[config.mk]
export PLATFORM = sky130hd
export DESIGN_NAME = rvfi_trace_fifo
export DESIGN_NICKNAME = d
export VERILOG_FILES = /design/src/rtl/dt1_trace_pkg.sv /design/src/rtl/sync_fifo.sv /design/src/rtl/rvfi_trace_fifo.sv
export SDC_FILE = /design/constraint.sdc
export NUM_CORES = 2
export LEC_CHECK = 0
export CAP_MARGIN = 20
export CORE_UTILIZATION = 30
export DETAILED_ROUTE_END_ITERATION = 6
export PLACE_DENSITY_LB_ADDON = 0.2
export SETUP_SLACK_MARGIN = 0.1
export SYNTH_ARGS = -nofsm -noshare
export SYNTH_HDL_FRONTEND = slang
export SYNTH_HIERARCHICAL = 1
export SYNTH_SLANG_ARGS = --single-unit
export TNS_END_PERCENT = 100
[constraint.sdc]
create_clock -name clk -period 6.3 [get_ports clk]
set_input_delay 0.63 -clock clk [delete_from_list [all_inputs] [get_ports clk]]
set_output_delay 0.63 -clock clk [all_outputs]
set_load 0.01 [all_outputs]
[src/rtl/dt1_trace_pkg.sv]
// Shared types for the dt1 retirement-trace path.
// One packed record per retired instruction, order field in the MSBs.
package dt1_trace_pkg;

  typedef struct packed {
    logic [63:0] order;
    logic [31:0] insn;
    logic        trap;
    logic [31:0] pc_rdata;
    logic [31:0] pc_wdata;
    logic [4:0]  rd_addr;
    logic [31:0] rd_wdata;
  } trace_rec_t;

  localparam int TRC_W = $bits(trace_rec_t);

endpackage

[src/rtl/sync_fifo.sv]
// Single-clock FIFO built on a register array; the head entry is read straight
// from storage so it only changes on a clock edge.
module sync_fifo #(
  parameter int WIDTH = 8,
  parameter int DEPTH = 16,
  parameter int AW    = $clog2(DEPTH)
) (
  input  logic             clk,
  input  logic             rst,
  input  logic             flush,
  input  logic             push,
  input  logic             pop,
  input  logic [WIDTH-1:0] wdata,
  output logic [WIDTH-1:0] rdata,
  output logic             full,
  output logic             empty,
  output logic [AW:0]      count
);

  localparam logic [AW:0] PTR_ONE = {{AW{1'b0}}, 1'b1};

  logic [WIDTH-1:0] mem [DEPTH];
  logic [AW:0]      wr_ptr;
  logic [AW:0]      rd_ptr;

  // The extra pointer MSB separates full (MSBs differ) from empty (equal).
  assign empty = (wr_ptr == rd_ptr);
  assign full  = (wr_ptr[AW] != rd_ptr[AW]) && (wr_ptr[AW-1:0] == rd_ptr[AW-1:0]);
  assign count = wr_ptr - rd_ptr;
  assign rdata = mem[rd_ptr[AW-1:0]];

  always_ff @(posedge clk) begin
    if (rst || flush) begin
      wr_ptr <= '0;
      rd_ptr <= '0;
    end else begin
      if (push) wr_ptr <= wr_ptr + PTR_ONE;
      if (pop)  rd_ptr <= rd_ptr + PTR_ONE;
    end
  end

  always_ff @(posedge clk) begin
    if (push && !flush) mem[wr_ptr[AW-1:0]] <= wdata;
  end

endmodule

[src/rtl/rvfi_trace_fifo.sv]
// Buffers RVFI retirement records for a trace sink and tracks order/x0
// consistency plus dropped-record statistics.
module rvfi_trace_fifo
  import dt1_trace_pkg::*;
#(
  parameter int DEPTH = 16,
  parameter int AW    = $clog2(DEPTH)
) (
  input  logic             clk,
  input  logic             rst,
  input  logic             rvfi_valid,
  input  logic [63:0]      rvfi_order,
  input  logic [31:0]      rvfi_insn,
  input  logic             rvfi_trap,
  input  logic [31:0]      rvfi_pc_rdata,
  input  logic [31:0]      rvfi_pc_wdata,
  input  logic [4:0]       rvfi_rd_addr,
  input  logic [31:0]      rvfi_rd_wdata,
  output logic             trc_valid,
  input  logic             trc_ready,
  output logic [TRC_W-1:0] trc_rec,
  output logic [AW:0]      count,
  input  logic             flush,
  input  logic             clr_flags,
  output logic             overflow,
  output logic             order_err,
  output logic             rd_err,
  output logic [15:0]      drop_cnt
);

  function automatic logic [15:0] sat_inc16(input logic [15:0] v);
    return (v == 16'hFFFF) ? v : v + 16'd1;
  endfunction

  trace_rec_t rec_in;
  logic       full;
  logic       empty;
  logic       push;
  logic       pop;
  logic       drop;
  logic       order_bad;
  logic       x0_bad;
  logic       seen_first;
  logic [63:0] exp_order;

  always_comb begin
    rec_in          = '0;
    rec_in.order    = rvfi_order;
    rec_in.insn     = rvfi_insn;
    rec_in.trap     = rvfi_trap;
    rec_in.pc_rdata = rvfi_pc_rdata;
    rec_in.pc_wdata = rvfi_pc_wdata;
    rec_in.rd_addr  = rvfi_rd_addr;
    rec_in.rd_wdata = rvfi_rd_wdata;
  end

  // A full FIFO still accepts when the sink drains the head this same cycle.
  assign trc_valid = !empty;
  assign pop       = trc_valid && trc_ready;
  assign push      = rvfi_valid && (!full || pop);
  assign drop      = rvfi_valid && full && !pop && !flush;
  assign order_bad = rvfi_valid && seen_first && (rvfi_order != exp_order);
  assign x0_bad    = rvfi_valid && (rvfi_rd_addr == 5'd0) && (rvfi_rd_wdata != 32'd0);

  sync_fifo #(
    .WIDTH (TRC_W),
    .DEPTH (DEPTH),
    .AW    (AW)
  ) u_fifo (
    .clk   (clk),
    .rst   (rst),
    .flush (flush),
    .push  (push),
    .pop   (pop),
    .wdata (rec_in),
    .rdata (trc_rec),
    .full  (full),
    .empty (empty),
    .count (count)
  );

  // Order tracking survives flush; a new set condition beats clr_flags.
  always_ff @(posedge clk) begin
    if (rst) begin
      seen_first <= 1'b0;
      exp_order  <= '0;
      overflow   <= 1'b0;
      order_err  <= 1'b0;
      rd_err     <= 1'b0;
      drop_cnt   <= '0;
    end else begin
      if (rvfi_valid) begin
        seen_first <= 1'b1;
        exp_order  <= rvfi_order + 64'd1;
      end
      if (clr_flags) begin
        overflow  <= drop;
        order_err <= order_bad;
        rd_err    <= x0_bad;
        drop_cnt  <= drop ? 16'd1 : 16'd0;
      end else begin
        overflow  <= overflow  | drop;
        order_err <= order_err | order_bad;
        rd_err    <= rd_err    | x0_bad;
        if (drop) drop_cnt <= sat_inc16(drop_cnt);
      end
    end
  end

endmodule
==> reports/qor.txt <==
Largest delay share family, worst path: buffers and inverters
Period Utilization, post-route: 83.2%
#FFs+latches synth: 3266
sw frac: 20.8%
gpl congestion: 0.763
CTS Buffer Depth: 4
later-pin clock latency in the skew report: 0.95 ns
Synth Flop Type: edfxtp_1
endpoint of the worst setup timing path: trc_rec[101]
post-route cell area: 149000 µm²
library cells used by synthesis: 59
Fill cells: 38100
status: complete, no violations
Area growth syn-to-layout: 19.1%
largest net degree at the start of global routing: 124
Pint: 37.0 mW
met3 global-route usage: 3.30%
first-pass GRT wire length: 511 mm
Die Footprint: 420000 µm²
Post-Synthesis Cells: 5889
GRT Max-Usage Layer: met2
Die Ht: 648 µm
post-synth top area share: 75.9%
CP Launch Type: register
max_slew headroom: 22.6%
Site Rows: 236
fin. max-slew vios: 0
worst hold path class: input pin to register
Avg WL per Cell: 29.4 µm
DR vias/cell: 5.04
# Post-CTS Setup Buffers: 0
RR Startpoint: u_fifo/wr_ptr[0]$_SDFFE_PP0P_
DRC violations left: 0
worst-case vdd ir drop: 0.241 mV
Worst-Margin Slew: 1.16 ns
sequential group share of total power: 51.4%
crit path time final: 5.24 ns
most used cell along the critical path: buf_4
RSZ-0062 raised after global routing: no
DR iter-0 viols: 4849
met1 global-route usage: 23.0%
Pwr Total: 46.7 mW
Root Buffer: clkbuf_16
CTS resizes: 0
Port Buffers: 426
Post-DP HPWL: 203 mm
Worst-path clk slew: 0.06 ns
Layout Nets: 6790
initial core utilization: 30.2%
Total GRT Usage: 17.0%
Crit. path cell count: 6
CP Cell Sequence: buf_4 -> buf_4 -> mux4_2 -> o22ai_1 -> nor2_1 -> clkdlybuf4s50_1
P_sw: 9.72 mW
hold_buf cts: 0
Lkg Pwr: 44.8 nW
CTS Buf Count: 367
Net Count, Synth: 6105
dpl cells: 11700
sequential share of the synthesized area: 77.5%
FF-to-FF setup slack: 2.02 ns
First-pass DRT Iterations: 6
Hold WS: 0.235 ns
fmax: 0.191 GHz
gr ovfl total: 0
cell area power density: 313 nW/µm²
Max FO, Critical Path: 32
Layout Skew: 0.0521 ns
Hold Crit Start: rvfi_valid
TritonCTS clock tree: yes
final setup fails: 0
Async S/R FF share, synth: 0%
most frequent cells after synthesis: edfxtp_1, mux4_2, a22oi_1
Crit-path slowest cell: dfxtp_4
clk sinks: 3266
Crit. End Element: output pin
Reg2Reg Depth: 10
critical path arrival: 4.61 ns
Max Cap Violations: 0
Worst R2R End: u_fifo/mem[2][73]$_DFFE_PP_
max incr delay on CP: 0.83 ns
Area after DPL: 137000 µm²
die width: 648 µm
Buf+Inv Stages, Crit Path: 3
Clock power frac: 45.6%
Max H-tree Level: 5
dominant cells by area after synthesis: edfxtp_1, mux4_2, a22oi_1, mux2i_1, dfxtp_1
core area: 414000 µm²
logic gate share of total power: 3.1%
yosys warns: 6
initial antenna violation count: 76
grt met2 use: 28.7%
IO Pins: 427
share of layout cells above drive strength 1: 21.4%
vias in the first global route: 65400
crit path kind: register to output pin
EDFF count, synth: 3168
Vias: 62400
Non-Filler Instances: 12400
Fin Setup TNS: 0 ns
cell taking the most area after synthesis: edfxtp_1
ANT nets after route: 0
Mapped Area: 125000 µm²
WL final: 364 mm
Hold Vio Cnt, Final: 0
average size of a mapped cell: 21.3 µm²
most frequent cell after synthesis: edfxtp_1
Critical Path RT: 5.67 ns
-- power groups by stage --
| stage | sequential, mW | combinational, mW | clock [mW] |
|---|---|---|---|
| final | 24.0 | 1.44 | 21.3 |
| after global routing | 24.0 | 1.56 | 22.6 |
| after CTS | 24.0 | 1.48 | 21.8 |
| after detailed placement | 24.4 | 1.48 | 0 |
| after global placement | 24.4 | 1.45 | 0 |
| after floorplan | 24.4 | 0.551 | 0 |
-- layer usage --
layer / wire (µm) / part of all wire (%)
met1: 158000 / 43
met2: 179000 / 49
met3: 19800 / 5.4
met4: 6740 / 1.9
met5: 372 / 0.10
-- registers in the layout (all words and copies together), names as in the netlist, named ones only --
register / count
drop_cnt: 16
overflow: 1
exp_order: 64
u_fifo/wr_ptr: 5
u_fifo/rd_ptr: 5
order_err: 1
u_fifo/mem: 3168
rd_err: 1
seen_first: 1
-- per-stage QoR --
step	utilization (%)	setup slack, ns
after floorplan	-	1.59
after detailed placement	33.1	1.78
final	36.0	1.06
after CTS	36.0	0.784
after global placement	33.1	1.58
after global routing	36.0	0.626
-- layout by cell type (no fill, tap or decap), types with 8 or more instances in the layout --
cell type and count:
ha_1 11, dfxtp_1 94, xor2_1 32, diode_2 17, and4_1 12, o21ai_0 10, clkdlybuf4s50_1 424, nor4_1 43
or3_1 8, or4_1 8, buf_12 70, clkbuf_1 84, clkinvlp_4 12, xnor2_1 94, mux2i_1 224, a21oi_1 13
nand2b_1 10, bufinv_16 37, buf_4 155, and2_1 9, edfxtp_1 3168, clkinv_2 56, and3_1 15, a211oi_1 41
nand3_1 105, o22ai_1 84, nand4_1 54, clkinv_1 85, mux4_2 682, nor2_1 147, a22oi_1 373, inv_1 21
nor3_1 14, clkbuf_16 374, nand2_1 196, and2_4 18
-- worst min-delay path by stage --
stage,slack (ns),depth (start not counted),endpoint
final,0.24,3,seen_first$_SDFFE_PP0P_
after floorplan,0.43,2,seen_first$_SDFFE_PP0P_
after CTS,0.12,3,exp_order[48]$_SDFFE_PP0P_
after global placement,0.44,2,rd_err$_SDFF_PP0_
after detailed placement,0.45,2,rd_err$_SDFF_PP0_
after global routing,0.20,3,exp_order[38]$_SDFFE_PP0P_
-- worst reg2reg max path: cells and delay by family (launching register included) --
kind	cells	cell delay, ns
simple gates	6	1.70
fa+ha+maj	1	0.34
flops	1	0.41
compound gates	1	0.56
buf+inv	2	0.82
-- layout make-up --
| type | count | area [µm²] | area share (%) |
|---|---|---|---|
| clock buffer | 460 | 9700 | 6.50 |
| inverter | 21 | 78.8 | 0.0528 |
| tap | 5474 | 6850 | 4.59 |
| multi-input combinational | 2267 | 26300 | 17.6 |
| timing repair buffer | 651 | 6860 | 4.60 |
| antenna | 17 | 42.5 | 0.0285 |
| clock inverter | 219 | 2280 | 1.53 |
| sequential | 3266 | 97100 | 65.1 |
-- cell families (layout without fill, tap and decap cells) --
logic type                 Yosys count  count (layout)  synth area share (%)
DFF                               3266            3266                  77.5
and+or+nand+nor                    677             677                  2.66
other                                0              17                     0
AOI/OAI and AO/OA                  546             546                  3.17
buffers and inverters              356            1351                  1.60
adders and majority gates           12              12                 0.126
xor gates and xnor gates           126             126                 0.881
muxes                              906             906                  14.1
(Power assumes the default switching activity.)
